==> config.mk <==
export PLATFORM = sky130hd
export DESIGN_NAME = stream_packet_filter
export DESIGN_NICKNAME = d
export VERILOG_FILES = /design/src/rtl/stream_filter_pkg.sv /design/src/rtl/stream_packet_filter_oreg.sv /design/src/rtl/stream_packet_filter.sv
export SDC_FILE = /design/constraint.sdc
export NUM_CORES = 1
export LEC_CHECK = 0
export ABC_AREA = 1
export CAP_MARGIN = 20
export CORE_MARGIN = 5
export CORE_UTILIZATION = 46
export CTS_CLUSTER_DIAMETER = 40
export DETAILED_ROUTE_END_ITERATION = 6
export PLACE_DENSITY = 0.89
export SLEW_MARGIN = 20
export SYNTH_ARGS = -nofsm -noshare
export SYNTH_HDL_FRONTEND = slang
export SYNTH_SLANG_ARGS = --single-unit
==> constraint.sdc <==
create_clock -name clk_i -period 2.5 [get_ports clk_i]
set_clock_uncertainty 0.1 [all_clocks]
set_input_delay 0.5 -clock clk_i [delete_from_list [all_inputs] [get_ports clk_i]]
set_output_delay 0.5 -clock clk_i [all_outputs]
set_load 0.01 [all_outputs]
==> src/rtl/stream_filter_pkg.sv <==
// Shared types for the stream filter family: packet FSM state encoding.
package stream_filter_pkg;

  typedef enum logic [1:0] {
    IDLE = 2'd0,
    PASS = 2'd1,
    DROP = 2'd2
  } filter_state_e;

endpackage

==> src/rtl/stream_packet_filter_oreg.sv <==
// One-entry output register that breaks the valid/data path toward the consumer.
module stream_packet_filter_oreg #(
  parameter int DATA_WIDTH = 32
) (
  input  logic                  clk_i,
  input  logic                  rst_ni,
  input  logic                  load_i,
  input  logic [DATA_WIDTH-1:0] data_i,
  input  logic                  last_i,
  input  logic                  ready_i,
  output logic                  valid_o,
  output logic [DATA_WIDTH-1:0] data_o,
  output logic                  last_o,
  output logic                  ready_o
);

  logic                  valid_d, valid_q;
  logic [DATA_WIDTH-1:0] data_d, data_q;
  logic                  last_d, last_q;

  // A new beat may enter when the register is empty or drains this cycle.
  assign ready_o = ~valid_q | ready_i;

  always_comb begin
    valid_d = valid_q;
    data_d  = data_q;
    last_d  = last_q;
    if (load_i) begin
      valid_d = 1'b1;
      data_d  = data_i;
      last_d  = last_i;
    end else if (valid_q && ready_i) begin
      valid_d = 1'b0;
    end
  end

  always_ff @(posedge clk_i) begin
    if (!rst_ni) begin
      valid_q <= 1'b0;
      data_q  <= '0;
      last_q  <= 1'b0;
    end else begin
      valid_q <= valid_d;
      data_q  <= data_d;
      last_q  <= last_d;
    end
  end

  assign valid_o = valid_q;
  assign data_o  = data_q;
  assign last_o  = last_q;

endmodule

==> src/rtl/stream_packet_filter.sv <==
// Packet-granular stream filter: forwards or consumes whole packets, decided on the first beat.
module stream_packet_filter
  import stream_filter_pkg::*;
#(
  parameter int DATA_WIDTH = 32,
  parameter int CNT_WIDTH  = 16
) (
  input  logic                  clk_i,
  input  logic                  rst_ni,
  input  logic                  valid_i,
  output logic                  ready_o,
  input  logic [DATA_WIDTH-1:0] data_i,
  input  logic                  last_i,
  input  logic                  drop_i,
  output logic                  valid_o,
  input  logic                  ready_i,
  output logic [DATA_WIDTH-1:0] data_o,
  output logic                  last_o,
  input  logic                  clear_i,
  output logic [CNT_WIDTH-1:0]  drop_cnt_o,
  output logic                  dropping_o
);

  filter_state_e        state_d, state_q;
  logic [CNT_WIDTH-1:0] cnt_d, cnt_q;
  logic                 load;
  logic                 cnt_inc;
  logic                 in_hs;
  logic                 oreg_ready;

  // Discarded beats never need output space, so they ignore back-pressure.
  assign ready_o = (state_q == DROP) || (state_q == IDLE && drop_i) ? 1'b1 : oreg_ready;
  assign in_hs   = valid_i & ready_o;

  always_comb begin
    state_d = state_q;
    load    = 1'b0;
    cnt_inc = 1'b0;
    case (state_q)
      IDLE: begin
        if (in_hs) begin
          if (drop_i) begin
            cnt_inc = 1'b1;
            if (!last_i) state_d = DROP;
          end else begin
            load = 1'b1;
            if (!last_i) state_d = PASS;
          end
        end
      end
      PASS: begin
        if (in_hs) begin
          load = 1'b1;
          if (last_i) state_d = IDLE;
        end
      end
      DROP: begin
        if (in_hs && last_i) state_d = IDLE;
      end
      default: state_d = IDLE;
    endcase
  end

  always_comb begin
    cnt_d = cnt_q;
    if (clear_i) begin
      cnt_d = '0;
    end else if (cnt_inc && (cnt_q != '1)) begin
      cnt_d = cnt_q + CNT_WIDTH'(1);
    end
  end

  always_ff @(posedge clk_i) begin
    if (!rst_ni) begin
      state_q <= IDLE;
      cnt_q   <= '0;
    end else begin
      state_q <= state_d;
      cnt_q   <= cnt_d;
    end
  end

  stream_packet_filter_oreg #(
    .DATA_WIDTH(DATA_WIDTH)
  ) u_oreg (
    .clk_i  (clk_i),
    .rst_ni (rst_ni),
    .load_i (load),
    .data_i (data_i),
    .last_i (last_i),
    .ready_i(ready_i),
    .valid_o(valid_o),
    .data_o (data_o),
    .last_o (last_o),
    .ready_o(oreg_ready)
  );

  assign drop_cnt_o = cnt_q;
  assign dropping_o = (state_q == DROP);

endmodule

==> impl_metrics.json <==
{
  "yosys.cell_types.count": 22,
  "cp_max_fo": 3,
  "p_per_area_nw_per_um2": 555,
  "die_w_um": 80.5,
  "placed_area_um2": 3210,
  "maxCapViolCount": 0,
  "grt_start_max_net_pins": 35,
  "dieArea_um2": 6470,
  "antenna_found_initial": 0,
  "synthArstFlopShare_pct": 0,
  "ys_warn_count": 0,
  "drt_iter0_markers": 128,
  "fin_nets": 450,
  "grt.total_usage_pct": 19.5,
  "hold_viol_final": 0,
  "startpoint_type": "primary input",
  "timing.final.crit_share_pct": 92.1,
  "vias_per_cell": 4.97,
  "via_count": 2376,
  "grt_pass1_wl_mm": 9.90,
  "clock.fmax_mhz": 434,
  "ys_seq_area_share_pct": 45.6,
  "die_h_um": 80.5,
  "h-tree-depth": 2,
  "netlist_instances": 322,
  "cts_buffers": 5,
  "first_pass_iters": 4,
  "hp-start": "u_oreg.data_o[28]",
  "io_pins": 91,
  "gp_congestion": 0.828,
  "finalSetupViolCount": 0,
  "clk_latency_ns": 0.30,
  "cp_slowest_cell": "clkdlybuf4s50_1",
  "crit_arrival_ns": 1.70,
  "slew_viol_final": 0,
  "max_stage_delay_ns": 0.53,
  "area_delta_synth_final_pct": 45.1,
  "max-vdd-ir-drop_uv": 455,
  "post_cts_buffers": 0,
  "synth_area_um2": 2280,
  "holdBufCountCts": 0,
  "yosysTopAreaCellShare_pct": 45.6,
  "fill_cells": 411,
  "synth-edff-count": 0,
  "cp.required_ns": 1.90,
  "clockBufferDepth": 2,
  "coreArea_um2": 4790,
  "max-slew-margin-rel_pct": 69.9,
  "clkSinkCount": 52,
  "tritoncts": "done",
  "ctsResizeCount": 0,
  "grt_setup_unrepaired": "false",
  "drc": 0,
  "hold_path_class": "reg2reg",
  "clk_pin_slew_ns": 0.09,
  "critPathKind": "in2out",
  "yosysTopAreaCell": "dfxtp_1",
  "antenna_left": 0,
  "root_buffer": "clkbuf_8",
  "p_leak_nw": 1.27,
  "grt_overflow": 0,
  "dp_hpwl_mm": 4.54,
  "synth_seq_cells": 52,
  "fin_area_um2": 3310,
  "synthFlopType": "dfxtp_1",
  "crit_path_cell_trace": "clkdlybuf4s50_1 -> nand2_1 -> nand3_2 -> clkdlybuf4s50_1",
  "endpoint_kind": "output pin",
  "layout_min_cycle_time_ns": 2.30,
  "synth.area.top_cells": "dfxtp_1, nor2_1, nand2_1",
  "wl_per_cell_um": 12.6,
  "finalWirelength_mm": 6.04,
  "status": "complete, no violations",
  "yosys-top-cells-count": "nor2_1, nand2_1, dfxtp_1, o21ai_0, inv_1",
  "antenna_cells": 0,
  "fin_setup_tns_ns": 0,
  "start_util_pct": 47.7,
  "drive_gt1_share_pct": 5.84,
  "fp-row-count": 25,
  "tightest_slew_ns": 0.452,
  "crit_start": "drop_i",
  "crit_top_cell": "clkdlybuf4s50_1",
  "syn_nets": 362,
  "yosys.cell_count.top_type": "nor2_1",
  "synth.avg_cell_area_um2": 7.09,
  "grt_pass1_vias": 2245,
  "timing.rr.start": "drop_cnt_o[0]",
  "io_buffers": 90
}
[sequential cells by signal, indices dropped and copies added, names as in the netlist]
register        cells
drop_cnt_o         16
state_q             2
u_oreg.data_o      32
u_oreg.last_o       1
u_oreg.valid_o      1
[final timing paths]
| path | to | slack, ns | depth (start not counted) |
|---|---|---|---|
| max | ready_o | 0.20 | 4 |
| min | u_oreg.data_o[28] | 0.42 | 2 |
| max reg2reg | drop_cnt_o[2] | 0.58 | 7 |
| min reg2reg | u_oreg.data_o[28] | 0.42 | 2 |
[per-layer routing]
layer / wire length (um) / GRT usage (%)
met2: 2880 / 32.0
met4: 101 / 6.25
met5: 0 / 0
met1: 2350 / 21.8
met3: 708 / 9.75
[cell type report]
type / count / area, um2 / share of cell area [%]
flip-flops and latches: 52 / 1040 / 31.4
clock inverters: 2 / 35.0 / 1.06
inverters: 20 / 75.1 / 2.27
clock buffers: 6 / 72.6 / 2.19
multi-input cells: 238 / 1080 / 32.7
repair buffers: 93 / 923 / 27.9
well taps: 67 / 83.8 / 2.53
[cells in the final DEF (no fill, tap or decap), types with 5 or more instances in the layout]
cell type        instances
dfxtp_1                 52
nand3_1                 12
o21ai_0                 34
nand2_1                 59
clkbuf_8                 5
nand4_1                  7
clkdlybuf4s50_1         90
nor2_1                  92
a21oi_1                 13
inv_1                   19
[report_power, final]
part / switching (mW) / internal, mW / leakage [nW] / total [mW]
clock: 0.260 / 0.297 / 0.0552 / 0.557
combinational: 0.175 / 0.190 / 0.785 / 0.365
sequential: 0.0296 / 0.886 / 0.425 / 0.915
[metrics by stage]
stage	total power, mW	setup slack [ns]	util [%]	std cells	hold WS, ns
after global routing	1.94	0.143	69.2	478	0.451
after CTS	1.86	0.189	69.2	478	0.424
final	1.84	0.198	69.2	478	0.418
after global placement	1.29	0.198	67.0	470	0.390
after detailed placement	1.30	0.191	67.0	470	0.400
after floorplan	1.10	0.805	-	322	0.399
[kinds of logic (layout without fill, tap and decap cells)]
kind of cell | after synthesis | after routing | synth area share, %
xor gates and xnor gates | 7 | 7 | 2.68
and+or+nand+nor | 180 | 180 | 32.7
buffers and inverters | 32 | 121 | 7.01
AOI/OAI and AO/OA | 50 | 50 | 11.5
adders and majority gates | 1 | 1 | 0.548
DFF | 52 | 52 | 45.6
[worst max-delay path: cells and delay by family]
family / cells / cell delay, ns
buffers and inverters: 2 / 1.03
and+or+nand+nor: 2 / 0.18
No activity file was read; power rests on OpenSTA's default activity.
